--- src/rtl/stream_frame_packer.sv ---
// -----------------------------------------------------------------------------
// stream_frame_packer
//   Collects the gapped merged data stream per event into a word FIFO and emits
//   one frame per closed event on a ready/valid link:
//   header {BX, count}, the event's data words, then trailer {truncated, count}.
//
// Ports
//   clk        processing clock
//   reset      asynchronous, active-high reset
//   new_event  one-cycle pulse: close the open event, open the next one
//   BX         bunch crossing of the event opened by new_event
//   in_dat     merged data word
//   in_valid   in_dat holds a valid word this cycle (no upstream backpressure)
//   out_dat    frame word
//   out_kind   00 idle, 01 header, 10 data, 11 trailer
//   out_valid  out_dat/out_kind valid
//   out_ready  downstream accepts the word when out_valid & out_ready
//   overflow   sticky: a word or a whole event was dropped since reset
// -----------------------------------------------------------------------------
module stream_frame_packer #(
    parameter int DW         = 45,
    parameter int FIFO_AW    = 6,
    parameter int DESC_DEPTH = 4
) (
    input  logic          clk,
    input  logic          reset,
    input  logic          new_event,
    input  logic [2:0]    BX,
    input  logic [DW-1:0] in_dat,
    input  logic          in_valid,
    output logic [DW-1:0] out_dat,
    output logic [1:0]    out_kind,
    output logic          out_valid,
    input  logic          out_ready,
    output logic          overflow
);

    localparam int DESC_AW = $clog2(DESC_DEPTH);
    localparam logic [FIFO_AW:0] FIFO_FULL = {1'b1, {FIFO_AW{1'b0}}};
    localparam logic [DESC_AW:0] DESC_FULL = {1'b1, {DESC_AW{1'b0}}};
    localparam logic [1:0] KIND_IDLE = 2'b00;
    localparam logic [1:0] KIND_HDR  = 2'b01;
    localparam logic [1:0] KIND_DATA = 2'b10;
    localparam logic [1:0] KIND_TRL  = 2'b11;

    typedef enum logic [1:0] {
        ST_IDLE    = 2'd0,
        ST_HEADER  = 2'd1,
        ST_DATA    = 2'd2,
        ST_TRAILER = 2'd3
    } state_t;

    typedef struct packed {
        logic [2:0] bx;
        logic [5:0] cnt;
        logic       trunc;
    } desc_t;

    function automatic logic [DW-1:0] hdr_word(input logic [2:0] bx, input logic [5:0] cnt);
        logic [DW-1:0] w;
        w = '0;
        w[DW-1 -: 3] = bx;
        w[5:0] = cnt;
        return w;
    endfunction

    function automatic logic [DW-1:0] trl_word(input logic trunc, input logic [5:0] cnt);
        logic [DW-1:0] w;
        w = '0;
        w[DW-1] = trunc;
        w[5:0] = cnt;
        return w;
    endfunction

    // Open-event bookkeeping; open_q is set only for an admitted event, so it
    // doubles as the descriptor slot reserved for that event.
    logic          open_q, open_d;
    logic [2:0]    bx_q, bx_d;
    logic [5:0]    wcnt_q, wcnt_d;
    logic          trunc_q, trunc_d;
    logic          overflow_q, overflow_d;

    logic [DW-1:0]      fifo_mem [1 << FIFO_AW];
    logic [FIFO_AW-1:0] wr_ptr_q, wr_ptr_d, rd_ptr_q, rd_ptr_d;
    logic [FIFO_AW:0]   fifo_cnt_q, fifo_cnt_d;

    desc_t              desc_mem [DESC_DEPTH];
    logic [DESC_AW-1:0] desc_wr_q, desc_wr_d, desc_rd_q, desc_rd_d;
    logic [DESC_AW:0]   desc_cnt_q, desc_cnt_d;

    state_t        state_q;
    logic [DW-1:0] out_dat_q;
    logic [1:0]    out_kind_q;
    logic          out_valid_q;
    logic [5:0]    remain_q;

    logic          fifo_full_s, fifo_push_s, fifo_pop_s, word_drop_s;
    logic          desc_push_s, desc_pop_s, admit_s, skip_s, xfer_s;
    logic [5:0]    wcnt_upd_s;
    logic          trunc_upd_s;
    desc_t         head_s, next_s, new_desc_s;

    // Input side: word acceptance, event open/close and admission.
    always_comb begin
        fifo_full_s = (fifo_cnt_q == FIFO_FULL);
        fifo_push_s = open_q & in_valid & ~fifo_full_s & (wcnt_q != 6'd63);
        word_drop_s = open_q & in_valid & ~fifo_push_s;
        // A word arriving together with new_event still belongs to the closing event.
        wcnt_upd_s  = wcnt_q + {5'd0, fifo_push_s};
        trunc_upd_s = trunc_q | word_drop_s;
        desc_push_s = new_event & open_q;
        new_desc_s  = '{bx: bx_q, cnt: wcnt_upd_s, trunc: trunc_upd_s};
        // Room must remain for the closing event's descriptor plus this one.
        admit_s     = new_event & ((desc_cnt_q + {{DESC_AW{1'b0}}, open_q}) < DESC_FULL);
        skip_s      = new_event & ~admit_s;
        if (new_event) begin
            open_d  = admit_s;
            bx_d    = BX;
            wcnt_d  = 6'd0;
            trunc_d = 1'b0;
        end else begin
            open_d  = open_q;
            bx_d    = bx_q;
            wcnt_d  = wcnt_upd_s;
            trunc_d = trunc_upd_s;
        end
        overflow_d = overflow_q | word_drop_s | skip_s;
    end

    // Output side: which queue entries the FSM consumes this cycle.
    always_comb begin
        xfer_s     = out_valid_q & out_ready;
        head_s     = desc_mem[desc_rd_q];
        next_s     = desc_mem[desc_rd_q + {{(DESC_AW-1){1'b0}}, 1'b1}];
        fifo_pop_s = 1'b0;
        desc_pop_s = 1'b0;
        case (state_q)
            ST_HEADER:  fifo_pop_s = xfer_s & (head_s.cnt != 6'd0);
            ST_DATA:    fifo_pop_s = xfer_s & (remain_q != 6'd0);
            ST_TRAILER: desc_pop_s = xfer_s;
            default: begin
                fifo_pop_s = 1'b0;
                desc_pop_s = 1'b0;
            end
        endcase
    end

    // Queue pointer and occupancy next-state; a write at full is simply not issued.
    always_comb begin
        wr_ptr_d   = wr_ptr_q + {{(FIFO_AW-1){1'b0}}, fifo_push_s};
        rd_ptr_d   = rd_ptr_q + {{(FIFO_AW-1){1'b0}}, fifo_pop_s};
        fifo_cnt_d = fifo_cnt_q + {{FIFO_AW{1'b0}}, fifo_push_s} - {{FIFO_AW{1'b0}}, fifo_pop_s};
        desc_wr_d  = desc_wr_q + {{(DESC_AW-1){1'b0}}, desc_push_s};
        desc_rd_d  = desc_rd_q + {{(DESC_AW-1){1'b0}}, desc_pop_s};
        desc_cnt_d = desc_cnt_q + {{DESC_AW{1'b0}}, desc_push_s} - {{DESC_AW{1'b0}}, desc_pop_s};
    end

    // Storage arrays carry no reset; occupancy counters define what is valid.
    always_ff @(posedge clk) begin
        if (fifo_push_s) begin
            fifo_mem[wr_ptr_q] <= in_dat;
        end
        if (desc_push_s) begin
            desc_mem[desc_wr_q] <= new_desc_s;
        end
    end

    // Event and queue state registers.
    always_ff @(posedge clk or posedge reset) begin
        if (reset) begin
            open_q     <= 1'b0;
            bx_q       <= 3'd0;
            wcnt_q     <= 6'd0;
            trunc_q    <= 1'b0;
            overflow_q <= 1'b0;
            wr_ptr_q   <= '0;
            rd_ptr_q   <= '0;
            fifo_cnt_q <= '0;
            desc_wr_q  <= '0;
            desc_rd_q  <= '0;
            desc_cnt_q <= '0;
        end else begin
            open_q     <= open_d;
            bx_q       <= bx_d;
            wcnt_q     <= wcnt_d;
            trunc_q    <= trunc_d;
            overflow_q <= overflow_d;
            wr_ptr_q   <= wr_ptr_d;
            rd_ptr_q   <= rd_ptr_d;
            fifo_cnt_q <= fifo_cnt_d;
            desc_wr_q  <= desc_wr_d;
            desc_rd_q  <= desc_rd_d;
            desc_cnt_q <= desc_cnt_d;
        end
    end

    // Frame FSM; the state names the word currently presented on the link.
    always_ff @(posedge clk or posedge reset) begin
        if (reset) begin
            state_q     <= ST_IDLE;
            out_dat_q   <= '0;
            out_kind_q  <= KIND_IDLE;
            out_valid_q <= 1'b0;
            remain_q    <= 6'd0;
        end else begin
            case (state_q)
                ST_IDLE: begin
                    if (desc_cnt_q != '0) begin
                        out_dat_q   <= hdr_word(head_s.bx, head_s.cnt);
                        out_kind_q  <= KIND_HDR;
                        out_valid_q <= 1'b1;
                        state_q     <= ST_HEADER;
                    end
                end
                ST_HEADER: begin
                    if (xfer_s) begin
                        if (head_s.cnt != 6'd0) begin
                            out_dat_q  <= fifo_mem[rd_ptr_q];
                            out_kind_q <= KIND_DATA;
                            remain_q   <= head_s.cnt - 6'd1;
                            state_q    <= ST_DATA;
                        end else begin
                            out_dat_q  <= trl_word(head_s.trunc, head_s.cnt);
                            out_kind_q <= KIND_TRL;
                            state_q    <= ST_TRAILER;
                        end
                    end
                end
                ST_DATA: begin
                    if (xfer_s) begin
                        if (remain_q != 6'd0) begin
                            out_dat_q <= fifo_mem[rd_ptr_q];
                            remain_q  <= remain_q - 6'd1;
                        end else begin
                            out_dat_q  <= trl_word(head_s.trunc, head_s.cnt);
                            out_kind_q <= KIND_TRL;
                            state_q    <= ST_TRAILER;
                        end
                    end
                end
                ST_TRAILER: begin
                    if (xfer_s) begin
                        // Another descriptor behind the head: start its header with no gap.
                        if (desc_cnt_q > {{DESC_AW{1'b0}}, 1'b1}) begin
                            out_dat_q  <= hdr_word(next_s.bx, next_s.cnt);
                            out_kind_q <= KIND_HDR;
                            state_q    <= ST_HEADER;
                        end else begin
                            out_dat_q   <= '0;
                            out_kind_q  <= KIND_IDLE;
                            out_valid_q <= 1'b0;
                            state_q     <= ST_IDLE;
                        end
                    end
                end
                default: begin
                    state_q     <= ST_IDLE;
                    out_dat_q   <= '0;
                    out_kind_q  <= KIND_IDLE;
                    out_valid_q <= 1'b0;
                end
            endcase
        end
    end

    assign out_dat   = out_dat_q;
    assign out_kind  = out_kind_q;
    assign out_valid = out_valid_q;
    assign overflow  = overflow_q;

endmodule
--- config.mk ---
export PLATFORM = sky130hd
export DESIGN_NAME = stream_frame_packer
export DESIGN_NICKNAME = d
export VERILOG_FILES = /design/src/rtl/stream_frame_packer.sv
export SDC_FILE = /design/constraint.sdc
export NUM_CORES = 2
export LEC_CHECK = 0
export CAP_MARGIN = 20
export CELL_PAD_IN_SITES_DETAIL_PLACEMENT = 1
export CELL_PAD_IN_SITES_GLOBAL_PLACEMENT = 2
export CORE_UTILIZATION = 35
export DETAILED_ROUTE_END_ITERATION = 8
export PLACE_DENSITY = 0.63
export SYNTH_ARGS = -nofsm -noshare
export SYNTH_HDL_FRONTEND = slang
export SYNTH_SLANG_ARGS = --single-unit
--- constraint.sdc ---
create_clock -name clk -period 10.8 [get_ports clk]
set_clock_uncertainty 0.1 [all_clocks]
set_input_delay 3.24 -clock clk [delete_from_list [all_inputs] [get_ports clk]]
set_output_delay 3.24 -clock clk [all_outputs]
set_load 0.05 [all_outputs]
==> results.yml <==
outcome:
  status: "complete, no violations"
placement:
  port-buffer-count: 101
  place.gp.congestion: 0.873
  dp_slack_ps: 3010
  dp_hpwl_um: 251000
setup_path:
  path_class: "primary input to flop"
  worst_ep_arrival_time_ps: 7350
  reg2reg_from: "rd_ptr_q[2]$_DFF_PP0_"
  r2r_end: "out_dat[1]$_DFFE_PP0P_"
  reg2regPathDepth: 9
  end_kind: "flop"
  setup.worst_path.start_class: "primary input"
  required_ps: 11230
  ff2ff_setup_slack_ps: 5570
  cp_max_fo: 24
hold_path:
  hp-class: "flop to flop"
  holdPathStages: 1
  hold_end: "overflow$_DFF_PP0_"
  holdCritStartpoint: "overflow$_DFF_PP0_"
pwr:
  p_per_area_mw_per_mm2: 271
  p_clk_share_pct: 30.5
  p_leak_nw: 41.8
  swShare_pct: 35.4
  power_mw: 36.1
  power_frac_comb_pct: 31.9
  peakVddDrop_mv: 0.185
  p_int_mw: 23.3
  power.switching_mw: 12.8
  power_frac_seq_pct: 37.6
routing:
  top_layer: "met5"
  dr.pass1.iters: 6
  drc_errors: 0
  final_antenna_net_count: 0
  wl_met1_um: 167000
  dr_total_vias: 60000
  routed_wl_um: 404000
  met2WireLength_um: 186000
  drtIter0Drc: 9145
  wire_per_inst_um: 39.5
  wl_met3_um: 35500
  routed_via_density: 5.86
clock_network:
  clk_pin_slew_ps: 60
  htree_num_levels: 5
  clock_latency_ps: 920
  cts.sinks: 3012
  cts.hold.buffers_added: 0
  cts_tree: "yes"
  cts_setup_buffers: 0
  clk_path_buf_depth: 4
  numCtsBuffers: 327
  ctsRootBufferMaster: "clkbuf_16"
  cts_resized: 0
sta:
  period_share_pct: 64.0
  finalHoldViolCount: 0
  worst_slack_ps: 3890
  fin_tns_setup_ps: 0
  rsz0062_at_grt: "no"
  min_period_ps: 6910
  max_clock_freq_mhz: 145
  finalSetupViolCount: 0
  worst_pin_slew_ps: 1300
  relSlewSlack_pct: 12.6
  drv_slew: 0
synthesis:
  ys_ff_latch: 3012
  ys_seq_area_share_pct: 77.7
  synth_top_area_share_pct: 75.7
  synth_compound_area_share_pct: 3.19
  syn_inst: 5261
  synth_top_area_cell: "edfxtp_1"
  synth_edf_count: 2920
  synth_top_family_by_area: "multiplexers"
  synth-xor-area-share_pct: 0.189
  synth_nets: 5341
  synthMuxAreaShare_pct: 15.5
  syn_avg_cell_area_um2: 22.0
  synth_adder_area_share_pct: 0.305
  synth_area_mm2: 0.116
  synth_ff_type: "edfxtp_1"
  synth_cell_types: 76
  synthSimpleGateAreaFrac_pct: 1.55
  yosysWarnings: 0
  synthTopCellsByArea: "edfxtp_1 (76%), mux4_2 (13%), mux2i_1 (2.3%), dfrtp_1 (2.0%), nor2_1 (0.46%)"
  synthArstFlopShare_pct: 3.05
global_route:
  grt_antenna_before_repair: 55
  grt_pass1_vias: 58700
  grt_util_all_layers_pct: 24.0
  grt_pass1_wl_um: 538000
  grt_start_max_net_pins: 110
  overflow: 0
finish:
  final_layout_size_suffix_gt1_share_pct: 25.5
  final_util_pct: 40.6
  nNetsFinal: 5679
  syn_to_final_growth_pct: 15.0
floorplanning:
  core_mm2: 0.328
  die_h_um: 577
  rows: 210
  io_pins: 102
  dieArea_mm2: 0.333
  die_x_um: 577
  start_util_pct: 35.3
flow_run:
  maxCapViolCount: 0
## power groups by stage
stage / clock [mW] / sequential (mW) / combinational, mW
after detailed placement: 0 / 13.8 / 11.5
after global placement: 0 / 13.8 / 11.4
final: 11.0 / 13.6 / 11.5
after CTS: 11.1 / 13.6 / 11.5
after global routing: 11.5 / 13.6 / 11.7
after floorplan: 0 / 13.7 / 6.18
## synthesized netlist by cell type, types with 17 or more instances
cell type,n
mux4_2,666
nor2_1,143
nor3_1,33
a21oi_1,86
buf_4,62
mux2_2,25
nand3_1,37
nor2b_1,17
a22oi_1,66
clkbuf_1,106
o221ai_1,51
ha_1,25
edfxtp_1,2920
buf_1,21
buf_6,35
o22ai_1,72
mux2i_1,266
a221oi_1,29
o21ai_0,101
buf_2,60
a211oi_1,19
nand2_1,94
inv_1,22
dfrtp_1,92
## metrics by stage
step	instances	hold slack, ps	area (um2)
3_3_place_gp	9602	388	123000
5_1_grt	10200	429	133000
2_1_floorplan	5261	369	116000
6_report	10200	392	133000
4_1_cts	10200	403	133000
3_5_place_dp	9613	390	123000
## flip-flops by register name, indices dropped and copies added (netlist names)
name,count
remain_q,6
desc_wr_q,2
desc_rd_q,2
out_dat,45
desc_cnt_q,3
fifo_mem,2880
rd_ptr_q,6
overflow,1
out_kind,2
wcnt_q,6
fifo_cnt_q,7
open_q,1
trunc_q,1
out_valid,1
desc_mem,40
bx_q,3
wr_ptr_q,6
## per-layer routing
layer  global-route usage (%)  up-vias
met1                     34.3    33300
met2                     37.0     3165
met3                     4.16      524
li1                         -    23000
met5                        0        -
met4                     8.59       10
## cell families (layout without fill, tap and decap cells)
logic type / Yosys count / count (layout)
AND/OR/NAND/NOR: 386 / 386
flip-flops: 3012 / 3012
multiplexers: 957 / 957
adder cells (fa/ha/maj): 27 / 27
other: 0 / 31
buffers and inverters: 313 / 918
AO/OA/AOI/OAI: 541 / 541
XOR/XNOR: 25 / 25
## worst max-delay path, cell delays in order
cell and delay [ps]:
clkdlybuf4s50_1 490, nand2_1 150, or3_1 470, inv_1 260, and2_1 310, nand3_1 730
nor2_4 1120, buf_4 510
## worst max path at each step
stage	startpoint	endpoint	depth (start not counted)
5_1_grt	in_valid	fifo_mem[31][1]$_DFFE_PP_	8
3_5_place_dp	in_valid	fifo_mem[31][9]$_DFFE_PP_	8
3_3_place_gp	in_valid	fifo_mem[31][9]$_DFFE_PP_	8
2_1_floorplan	in_valid	fifo_mem[47][0]$_DFFE_PP_	6
6_report	in_valid	fifo_mem[31][1]$_DFFE_PP_	8
4_1_cts	in_valid	fifo_mem[31][17]$_DFFE_PP_	8
## cells in the final DEF (no fill, tap or decap), drive strengths merged, types with 7 or more instances in the layout
cell	count
mux2i	266
nor3	34
nor2b	17
nor2	143
a21oi	86
nand3b	8
o41ai	7
o22ai	72
clkdlybuf4s50	56
a22oi	66
buf	242
clkinvlp	9
nand2b	8
inv	35
ha	25
dfrtp	92
a221oi	30
clkbuf	417
nand2	94
edfxtp	2920
a2111oi	17
xnor2	13
o31ai	7
nand3	38
mux2	25
clkinv	136
bufinv	23
a211oi	19
a32oi	11
diode	31
o21ai	113
mux4	666
o211ai	7
o221ai	51
xor2	12
a22o	13
or2	7
## cell type report
type	instances	area [um2]
Clock inverter	179	1700
Sequential cell	3012	90000
Fill cell	30600	195000
Tap cell	4346	5440
Timing Repair Buffer	298	2530
Multi-Input combinational cell	1936	24600
Antenna cell	31	77.6
Inverter	24	97.6
Clock buffer	417	8690
Power figures use the tool's default switching activity.
